File: src/rtl/ysyx_22040386_pkg.sv
// Shared definitions for the RV64M divide sequencer: funct3 codes, FSM
// state encodings, datapath width and small result-formatting helpers.
package ysyx_22040386_pkg;

  localparam int XLEN = 64;

  localparam logic [2:0] DIV  = 3'b100;
  localparam logic [2:0] DIVU = 3'b101;
  localparam logic [2:0] REM  = 3'b110;
  localparam logic [2:0] REMU = 3'b111;

  typedef logic [1:0] div_state_t;

  localparam div_state_t IDLE = 2'd0;
  localparam div_state_t CALC = 2'd1;
  localparam div_state_t DONE = 2'd2;

  function automatic logic [XLEN-1:0] sext_word(input logic [XLEN-1:0] v);
    return {{(XLEN-32){v[31]}}, v[31:0]};
  endfunction

  function automatic logic [XLEN-1:0] neg_if(input logic neg, input logic [XLEN-1:0] v);
    return neg ? (~v + {{(XLEN-1){1'b0}}, 1'b1}) : v;
  endfunction

endpackage

File: src/rtl/ysyx_22040386_div_step.sv
// One radix-2 restoring division step: shift in the next dividend bit and
// subtract the divisor when the shifted remainder is large enough.
module ysyx_22040386_div_step
  import ysyx_22040386_pkg::*;
(
  input  logic [XLEN-1:0] rem_in,
  input  logic            dvd_bit,
  input  logic [XLEN-1:0] divisor,
  output logic [XLEN-1:0] rem_out,
  output logic            q_bit
);

  logic [XLEN:0] shifted;

  // rem_in < divisor always holds, so the subtraction fits back into XLEN bits
  always_comb begin
    shifted = {rem_in, dvd_bit};
    q_bit   = (shifted >= {1'b0, divisor});
    rem_out = q_bit ? (shifted[XLEN-1:0] - divisor) : shifted[XLEN-1:0];
  end

endmodule

File: src/rtl/ysyx_22040386_div_ctrl.sv
// Iterative DIV/DIVU/REM/REMU (+W) sequencer: valid/ready request side,
// restoring division over magnitudes, early special cases, backpressured result.
module ysyx_22040386_div_ctrl
  import ysyx_22040386_pkg::*;
(
  input  logic            clk,
  input  logic            rst,
  input  logic            i_flush,
  input  logic            i_div_valid,
  output logic            o_div_ready,
  input  logic [2:0]      i_funct3,
  input  logic            i_word_op,
  input  logic [XLEN-1:0] i_src1,
  input  logic [XLEN-1:0] i_src2,
  output logic            o_out_valid,
  input  logic            i_out_ready,
  output logic [XLEN-1:0] o_result,
  output logic            o_busy
);

  div_state_t      state;
  logic [5:0]      cnt;
  logic [XLEN-1:0] dvd_q, dvs_q, rem_q, quo_q, res_q;
  logic            word_q, is_rem_q, q_neg_q, r_neg_q;

  logic            is_signed, is_rem;
  logic [XLEN-1:0] ext1, ext2, mag1, mag2;
  logic            s1, s2, div_zero, overflow;
  logic [XLEN-1:0] special_raw, special_res;

  logic [XLEN-1:0] step_rem, quo_next, final_raw, final_res;
  logic            step_q;

  assign o_div_ready = (state == IDLE);
  assign o_busy      = (state != IDLE);

  // Decode and operand preparation for the request currently presented
  always_comb begin
    is_signed = (i_funct3 == DIV) || (i_funct3 == REM);
    is_rem    = !((i_funct3 == DIV) || (i_funct3 == DIVU));
    if (i_word_op) begin
      ext1 = is_signed ? sext_word(i_src1) : {{(XLEN-32){1'b0}}, i_src1[31:0]};
      ext2 = is_signed ? sext_word(i_src2) : {{(XLEN-32){1'b0}}, i_src2[31:0]};
    end else begin
      ext1 = i_src1;
      ext2 = i_src2;
    end
    s1   = is_signed & ext1[XLEN-1];
    s2   = is_signed & ext2[XLEN-1];
    mag1 = neg_if(s1, ext1);
    mag2 = neg_if(s2, ext2);

    div_zero = (ext2 == '0);
    overflow = is_signed && (ext2 == '1) &&
               (ext1 == (i_word_op ? 64'hFFFF_FFFF_8000_0000 : 64'h8000_0000_0000_0000));

    if (div_zero) special_raw = is_rem ? ext1 : '1;
    else          special_raw = is_rem ? '0 : ext1;
    special_res = i_word_op ? sext_word(special_raw) : special_raw;
  end

  ysyx_22040386_div_step u_step (
    .rem_in  (rem_q),
    .dvd_bit (dvd_q[cnt]),
    .divisor (dvs_q),
    .rem_out (step_rem),
    .q_bit   (step_q)
  );

  // Sign correction of the last step's outputs, captured when entering DONE
  always_comb begin
    quo_next  = {quo_q[XLEN-2:0], step_q};
    final_raw = is_rem_q ? neg_if(r_neg_q, step_rem) : neg_if(q_neg_q, quo_next);
    final_res = word_q ? sext_word(final_raw) : final_raw;
  end

  // FSM, iteration datapath and output register; flush overrides everything
  always_ff @(posedge clk or posedge rst) begin
    if (rst) begin
      state       <= IDLE;
      cnt         <= '0;
      dvd_q       <= '0;
      dvs_q       <= '0;
      rem_q       <= '0;
      quo_q       <= '0;
      res_q       <= '0;
      word_q      <= 1'b0;
      is_rem_q    <= 1'b0;
      q_neg_q     <= 1'b0;
      r_neg_q     <= 1'b0;
      o_out_valid <= 1'b0;
      o_result    <= '0;
    end else if (i_flush) begin
      state       <= IDLE;
      cnt         <= '0;
      o_out_valid <= 1'b0;
    end else begin
      case (state)
        IDLE: begin
          if (i_div_valid) begin
            word_q   <= i_word_op;
            is_rem_q <= is_rem;
            q_neg_q  <= s1 ^ s2;
            r_neg_q  <= s1;
            dvd_q    <= mag1;
            dvs_q    <= mag2;
            rem_q    <= '0;
            quo_q    <= '0;
            if (div_zero || overflow) begin
              res_q <= special_res;
              state <= DONE;
            end else begin
              cnt   <= i_word_op ? 6'd31 : 6'd63;
              state <= CALC;
            end
          end
        end
        CALC: begin
          rem_q <= step_rem;
          quo_q <= quo_next;
          if (cnt == 6'd0) begin
            res_q <= final_res;
            state <= DONE;
          end else begin
            cnt <= cnt - 6'd1;
          end
        end
        DONE: begin
          if (!o_out_valid) begin
            o_result    <= res_q;
            o_out_valid <= 1'b1;
          end else if (i_out_ready) begin
            o_out_valid <= 1'b0;
            state       <= IDLE;
          end
        end
        default: state <= IDLE;
      endcase
    end
  end

endmodule

File: config.mk
export PLATFORM = sky130hd
export DESIGN_NAME = ysyx_22040386_div_ctrl
export DESIGN_NICKNAME = d
export VERILOG_FILES = /design/src/rtl/ysyx_22040386_pkg.sv /design/src/rtl/ysyx_22040386_div_step.sv /design/src/rtl/ysyx_22040386_div_ctrl.sv
export SDC_FILE = /design/constraint.sdc
export NUM_CORES = 2
export LEC_CHECK = 0
export BUFFER_PORTS_ARGS = -buffer_cell sky130_fd_sc_hd__buf_2
export CORE_MARGIN = 2
export CORE_UTILIZATION = 62
export DETAILED_ROUTE_END_ITERATION = 6
export PLACE_DENSITY = 0.82
export SKIP_LAST_GASP = 1
export SLEW_MARGIN = 20
export SYNTH_ARGS = -nofsm -noshare
export SYNTH_HDL_FRONTEND = slang
export SYNTH_HIERARCHICAL = 1
export SYNTH_SLANG_ARGS = --single-unit
export TNS_END_PERCENT = 20
File: constraint.sdc
create_clock -name clk -period 18.6 [get_ports clk]
set_input_delay 3.72 -clock clk [delete_from_list [all_inputs] [get_ports clk]]
set_output_delay 3.72 -clock clk [all_outputs]
set_load 0.01 [all_outputs]
# Yosys cells after proc, flatten, opt, wreduce, memory -nomap -nowiden
# Index checks and enable logic that the tools add are counted.
[totals]
reg_bits = 396
input_bits = 137
output_inout_bits = 67
[op_classes]
addsub = 6
magnitude_cmp = 2
n_eq_ne = 16
mux = 42
bitwise = 9
reduce_logical = 19
[op_table]
columns = ["op", "count"]
rows = [
  ["2-to-1 mux 64 bit", 19],
  ["adder 64 x 1 -> 64 bit (second input constant)", 4],
  ["inverter 64 bit", 4],
  ["one-hot mux 64 bit (2 select lines)", 2],
  ["one-hot mux 63 bit (2 select lines)", 1],
  [">= comparator 65 x 64 -> 1 bit", 1],
  ["equality test 64 bit", 1],
  ["equality test 64 bit (second input constant)", 1],
  ["logical NOT 64 bit", 1],
  ["subtractor 64 bit", 1],
  ["2-to-1 mux 63 bit", 1],
  ["2-to-1 mux 6 bit", 5],
  ["!= test 3 bit (second input constant)", 6],
  ["2-to-1 mux 2 bit", 6],
  ["one-hot mux 6 bit (2 select lines)", 1],
  ["equality test 3 bit (second input constant)", 3],
  ["AND reduction 3 bit", 3],
  ["AND reduction 4 bit", 2],
  ["less-than comparator 6 x 7 -> 1 bit (second input constant)", 1],
  ["binary-select mux 1 bit (select 6 bit)", 1],
  ["logical NOT 6 bit", 1],
  ["one-hot mux 2 bit (3 select lines)", 1],
  ["nonzero test 2 bit", 3],
  ["subtractor 6 x 1 -> 6 bit (second input constant)", 1],
  ["other kinds (14)", 24],
]

# Depth between registers and ports, before layout
[depth]
depth_word = 12
ltp_mapped = 29
depth_no_buf = 24

# By module
# Netlist, hierarchy kept.
[modules_own_cells]
columns = ["module", "instances", "cells_each", "area_per_inst_um2", "seq_area_each_um2"]
rows = [
  ["ysyx_22040386_div_ctrl", 1, 2752, 23745.3, 9909.5],
  ["ysyx_22040386_div_step", 1, 757, 4792.1, 0.0],
]

# Worst setup path before layout
# OpenSTA, ideal clock, no wires.
[synth_timing]
path_kind = "reg2reg"
start = "reg cnt[0]"
end = "reg res_q[62]"
setup_time_ns = 0.123
arrival_ns = 7.474
required_time_ns = 18.477
setup_slack_ns = 11.004
stages_incl_launch_ff = 28
path_buffers = 5
synth_period_minus_slack_ns = 7.596
cell_sequence = "dfrtp_1 clkbuf_1 clkbuf_1 mux4_2 mux4_2 mux4_2 inv_1 ha_1 nand2b_1 a21oi_1 o21ai_1 a31oi_4 o31ai_4 o21a_4 o21ai_2 a31oi_2 buf_12 buf_6 mux2_4 or4_4 or3_1 buf_2 or4_4 or4_4 o21ai_2 xor2_1 o221ai_1 o221a_2"
[synth_via]
elab_chain_len = 11
elab_cells_between_ends = 18
classes_between = "3 x add/sub; 1 x order compare; 1 x eq/ne; 9 x mux; 2 x bitwise; 2 x reduce/logical"
[synth_lines]
columns = ["element", "line", "rtl"]
rows = [
  ["from (decl)", "ysyx_22040386_div_ctrl.sv:22", "logic [5:0] cnt;"],
  ["from (signal assigned)", "ysyx_22040386_div_ctrl.sv:113", "cnt <= i_word_op ? 6'd31 : 6'd63;"],
  ["from (signal assigned)", "ysyx_22040386_div_ctrl.sv:125", "cnt <= cnt - 6'd1;"],
  ["binary-select mux 1 bit (select 6 bit) (*)", "ysyx_22040386_div_ctrl.sv:64", ".dvd_bit (dvd_q[cnt]),"],
  ["2-to-1 mux 1 bit (not written as such) (*)", "ysyx_22040386_div_ctrl.sv:64", ""],
  ["subtractor 64 bit / >= comparator 65 x 64 -> 1 bit (equally long branches)", "ysyx_22040386_div_step.sv:19, ysyx_22040386_div_step.sv:18", ""],
  ["2-to-1 mux 64 bit (*)", "ysyx_22040386_div_step.sv:19", "rem_out = q_bit ? (shifted[XLEN-1:0] - divisor) : shifted[XLEN-1:0];"],
  ["named net step_rem[12]", "ysyx_22040386_div_ctrl.sv:31", "logic [XLEN-1:0] step_rem, quo_next, final_raw, final_res;"],
  ["inverter 64 bit (*)", "ysyx_22040386_pkg.sv:23", "return neg ? (~v + {{(XLEN-1){1'b0}}, 1'b1}) : v;"],
  ["adder 64 x 1 -> 64 bit (*)", "ysyx_22040386_pkg.sv:23", ""],
  ["2-to-1 mux 64 bit (*)", "ysyx_22040386_pkg.sv:23", ""],
  ["2-to-1 mux 64 bit (*)", "ysyx_22040386_div_ctrl.sv:73", "final_raw = is_rem_q ? neg_if(r_neg_q, step_rem) : neg_if(q_neg_q, quo_next);"],
  ["2-to-1 mux 64 bit (*)", "ysyx_22040386_div_ctrl.sv:74", "final_res = word_q ? sext_word(final_raw) : final_raw;"],
  ["2-to-1 mux 64 bit (*)", "ysyx_22040386_div_ctrl.sv:121", "if (cnt == 6'd0) begin"],
  ["one-hot mux 64 bit (2 select lines) (*)", "ysyx_22040386_div_ctrl.sv:98", "case (state)"],
  ["to (signal assigned)", "ysyx_22040386_div_ctrl.sv:110", "res_q <= special_res;"],
  ["to (signal assigned)", "ysyx_22040386_div_ctrl.sv:122", "res_q <= final_res;"],
  ["to (decl)", "ysyx_22040386_div_ctrl.sv:23", "logic [XLEN-1:0] dvd_q, dvs_q, rem_q, quo_q, res_q;"],
]
# Mark *: on every way through the listed nets, which the timed path passes. The rest lies on a longest branch. The select of a mux whose other input is x is not followed.
# A chain may end at the register's enable or synchronous reset.

# Final worst setup path
[layout_timing]
start = "reg cnt[0]"
end = "reg res_q[54]"
# Same word-level chain as after synthesis.

==> out/metrics.cfg <==
[outcome]
status = complete, but fails checks
violations = design-rule violations

[grt]
grt_max_degree = 136
grt.overflow.total = 0
grt_pass1_wl_mm = 153
grt_pass1_vias = 26328
grt_usage_pct = 41.7
antenna_found_initial = 9

[placement]
dpl_cell_area_sq_mm = 0.0297
port_buffers = 203
gp_congestion = 1.05
hpwl_mm = 75.1

[setup_path]
worst-setup-path-type = reg -> reg
cp.required_ns = 19.08
cp_max_fo = 76
worst_ep_arrival_time_ns = 9.39
rr_startpoint = cnt[0]
cp-startpoint = cnt[0]
end_kind = flip-flop
start_kind = flip-flop
rrSetupSlack_ns = 9.69
worstReg2RegEnd = res_q[54]
reg2regPathDepth = 23

[die]
rows = 78
core_area_sq_mm = 0.0454
die_w_um = 219
initial_utilization_pct = 62.9
die_h_um = 219
die_area_sq_mm = 0.0478
pin_count = 204

[clock_tree]
clock_path_buffers = 3
clkLatencyLatePin_ns = 0.60
path_clk_slew_ns = 0.06
cts_resized = 0
ctsHoldBuffers = 0
ctsRootBufferMaster = clkbuf_16
clock_sinks = 396
htreeDepth = 2
cts_tree = done
post_cts_buffers = 0
cts_inserted_buffers = 44

[layout]
fillers = 3658
mostFrequentLayoutCells = nand2_1, o21ai_0, dfrtp_1
layout-drive-gt1-share_pct = 14.2
final_area_sq_mm = 0.0313
postLayoutCoreUtil_pct = 69.0
seq_area_sq_mm = 0.00991
nets = 3779
syn_to_final_growth_pct = 9.70
multi_input_area_sq_mm = 0.0173
final_common_cell = nand2_1

[synthesis]
ys_seq_elements = 396
syn_inst = 3509
yosysWarnings = 6
synth-main-ff-cell = dfrtp_1
ys_types = 107
ys_seq_area_share_pct = 34.7
synth_edf_count = 0
syn-num-nets = 3718
async_reset_ff_share_pct = 100
avgSynthCellArea_sq_um = 8.13
synth_area_sq_mm = 0.0285

[route]
wl_per_cell_um = 24.0
vias = 28286
vias_per_cell = 6.72
wl_mm = 101
drt_iter0_drc = 3865
ant_nets = 0
drt_pass1_iterations = 7
drc = 2

[job]
drv_cap = 0

[hold_path]
hp-start = dvs_q[38]
worstHoldPathCells = 2
worst_hold_path.endpoint = dvs_q[38]
hold_path.class = reg -> reg

[timing]
worst_pin_slew_ns = 1.07
setup_viol = 0
fin_skew_ns = 0.0292
rsz0062_at_grt = false
period_share_pct = 47.9
final_max_slew_viol_count = 0
hold_violations = 0
hold_slack_ns = 0.483
fmax_mhz = 112
fin_setup_tns_ns = 0
min_period_ns = 8.91
maxSlewHeadroom_pct = 27.6

[pwr]
p_per_area_mw_per_mm2 = 166
ir_drop_uv = 132
leakagePower_nw = 13.5

==> report_power, final <==
group	switching [mW]	total, mW	leakage, nW	internal, mW
Combinational	1.94	2.93	7.56	0.990
Sequential	0.209	1.31	5.21	1.10
Clock	0.392	0.958	0.760	0.566
==> logic make-up (layout without fill, tap and decap cells) <==
group | Yosys count | after routing | share of synthesized area [%]
AND/OR/NAND/NOR | 1232 | 1232 | 19.9
AO/OA/AOI/OAI | 1075 | 1075 | 23.3
flip-flops | 396 | 396 | 34.7
buffers and inverters | 338 | 435 | 4.88
XOR/XNOR | 279 | 279 | 8.56
multiplexers | 117 | 117 | 5.51
adder cells (fa/ha/maj) | 72 | 72 | 3.18
other | 0 | 1 | 0
==> flip-flops by register name, summed over array words and instances, names as in the netlist, 2 cells and up <==
signal    flops
quo_q        63
dvd_q        64
res_q        64
o_result     64
cnt           6
dvs_q        64
state         2
rem_q        64
==> metal layers <==
layer	vias to the layer above	share of wire (%)	track usage, %
met4	14	5.7	21.1
met5	-	0.088	0
li1	12663	-	-
met1	13519	39	55.6
met3	334	12	11.1
met2	1756	43	62.3
==> Yosys cell counts, drive strengths merged (71+ instances only) <==
cell | instances | area (sq um)
a21oi | 231 | 1160
clkbuf | 184 | 711
dfrtp | 396 | 9910
ha | 71 | 888
inv | 114 | 435
mux2 | 84 | 980
nand2 | 625 | 2350
nor2 | 210 | 796
nor3 | 78 | 407
o21ai | 473 | 2370
o31ai | 76 | 622
xnor2 | 124 | 1090
xor2 | 155 | 1360
==> worst max-delay path, cell delays in order (launching register included) <==
cell and delay (ns):
dfrtp_2 0.73, mux4_2 0.59, mux4_2 0.52, mux4_2 0.55, inv_1 0.09, ha_1 0.17
nand2b_1 0.14, a21oi_1 0.10, o21ai_1 0.26, a31oi_4 0.16, o31ai_4 0.33, o21a_4 0.21
o21ai_2 0.11, a31oi_4 0.80, buf_4 0.76, o21ai_0 0.38, nor4_1 0.50, nand3_1 0.24
o41ai_1 0.41, xor2_1 0.29, o22ai_1 0.24, nor3_2 0.71, o221ai_1 0.27, o221a_2 0.19
==> through the flow <==
stage                     cells  setup slack (ns)  total power, mW
after detailed placement   4122              9.54             4.13
final                      4207              9.69             5.20
after global routing       4206              9.07             5.47
after CTS                  4204              9.52             5.10
after global placement     4122              9.73             4.07
after floorplan            3509              3.87             3.25
==> area by class of cell <==
class,count,share of cell area (%)
Antenna cell,1,0.00799
Clock buffer,57,3.90
Clock inverter,25,1.14
Inverter,115,1.43
Multi-Input combinational cell,2775,55.2
Sequential cell,396,31.7
Tap cell,600,2.40
Timing Repair Buffer,238,4.21
==> worst max-delay path by stage <==
stage          cells after the start  slack [ns]   endpoint
2_1_floorplan                      1        3.87     cnt[0]
3_3_place_gp                      23        9.73  res_q[53]
3_5_place_dp                      23        9.54  res_q[62]
4_1_cts                           23        9.52  res_q[54]
5_1_grt                           23        9.07  res_q[53]
6_report                          23        9.69  res_q[54]
Power figures use the tool's default switching activity.
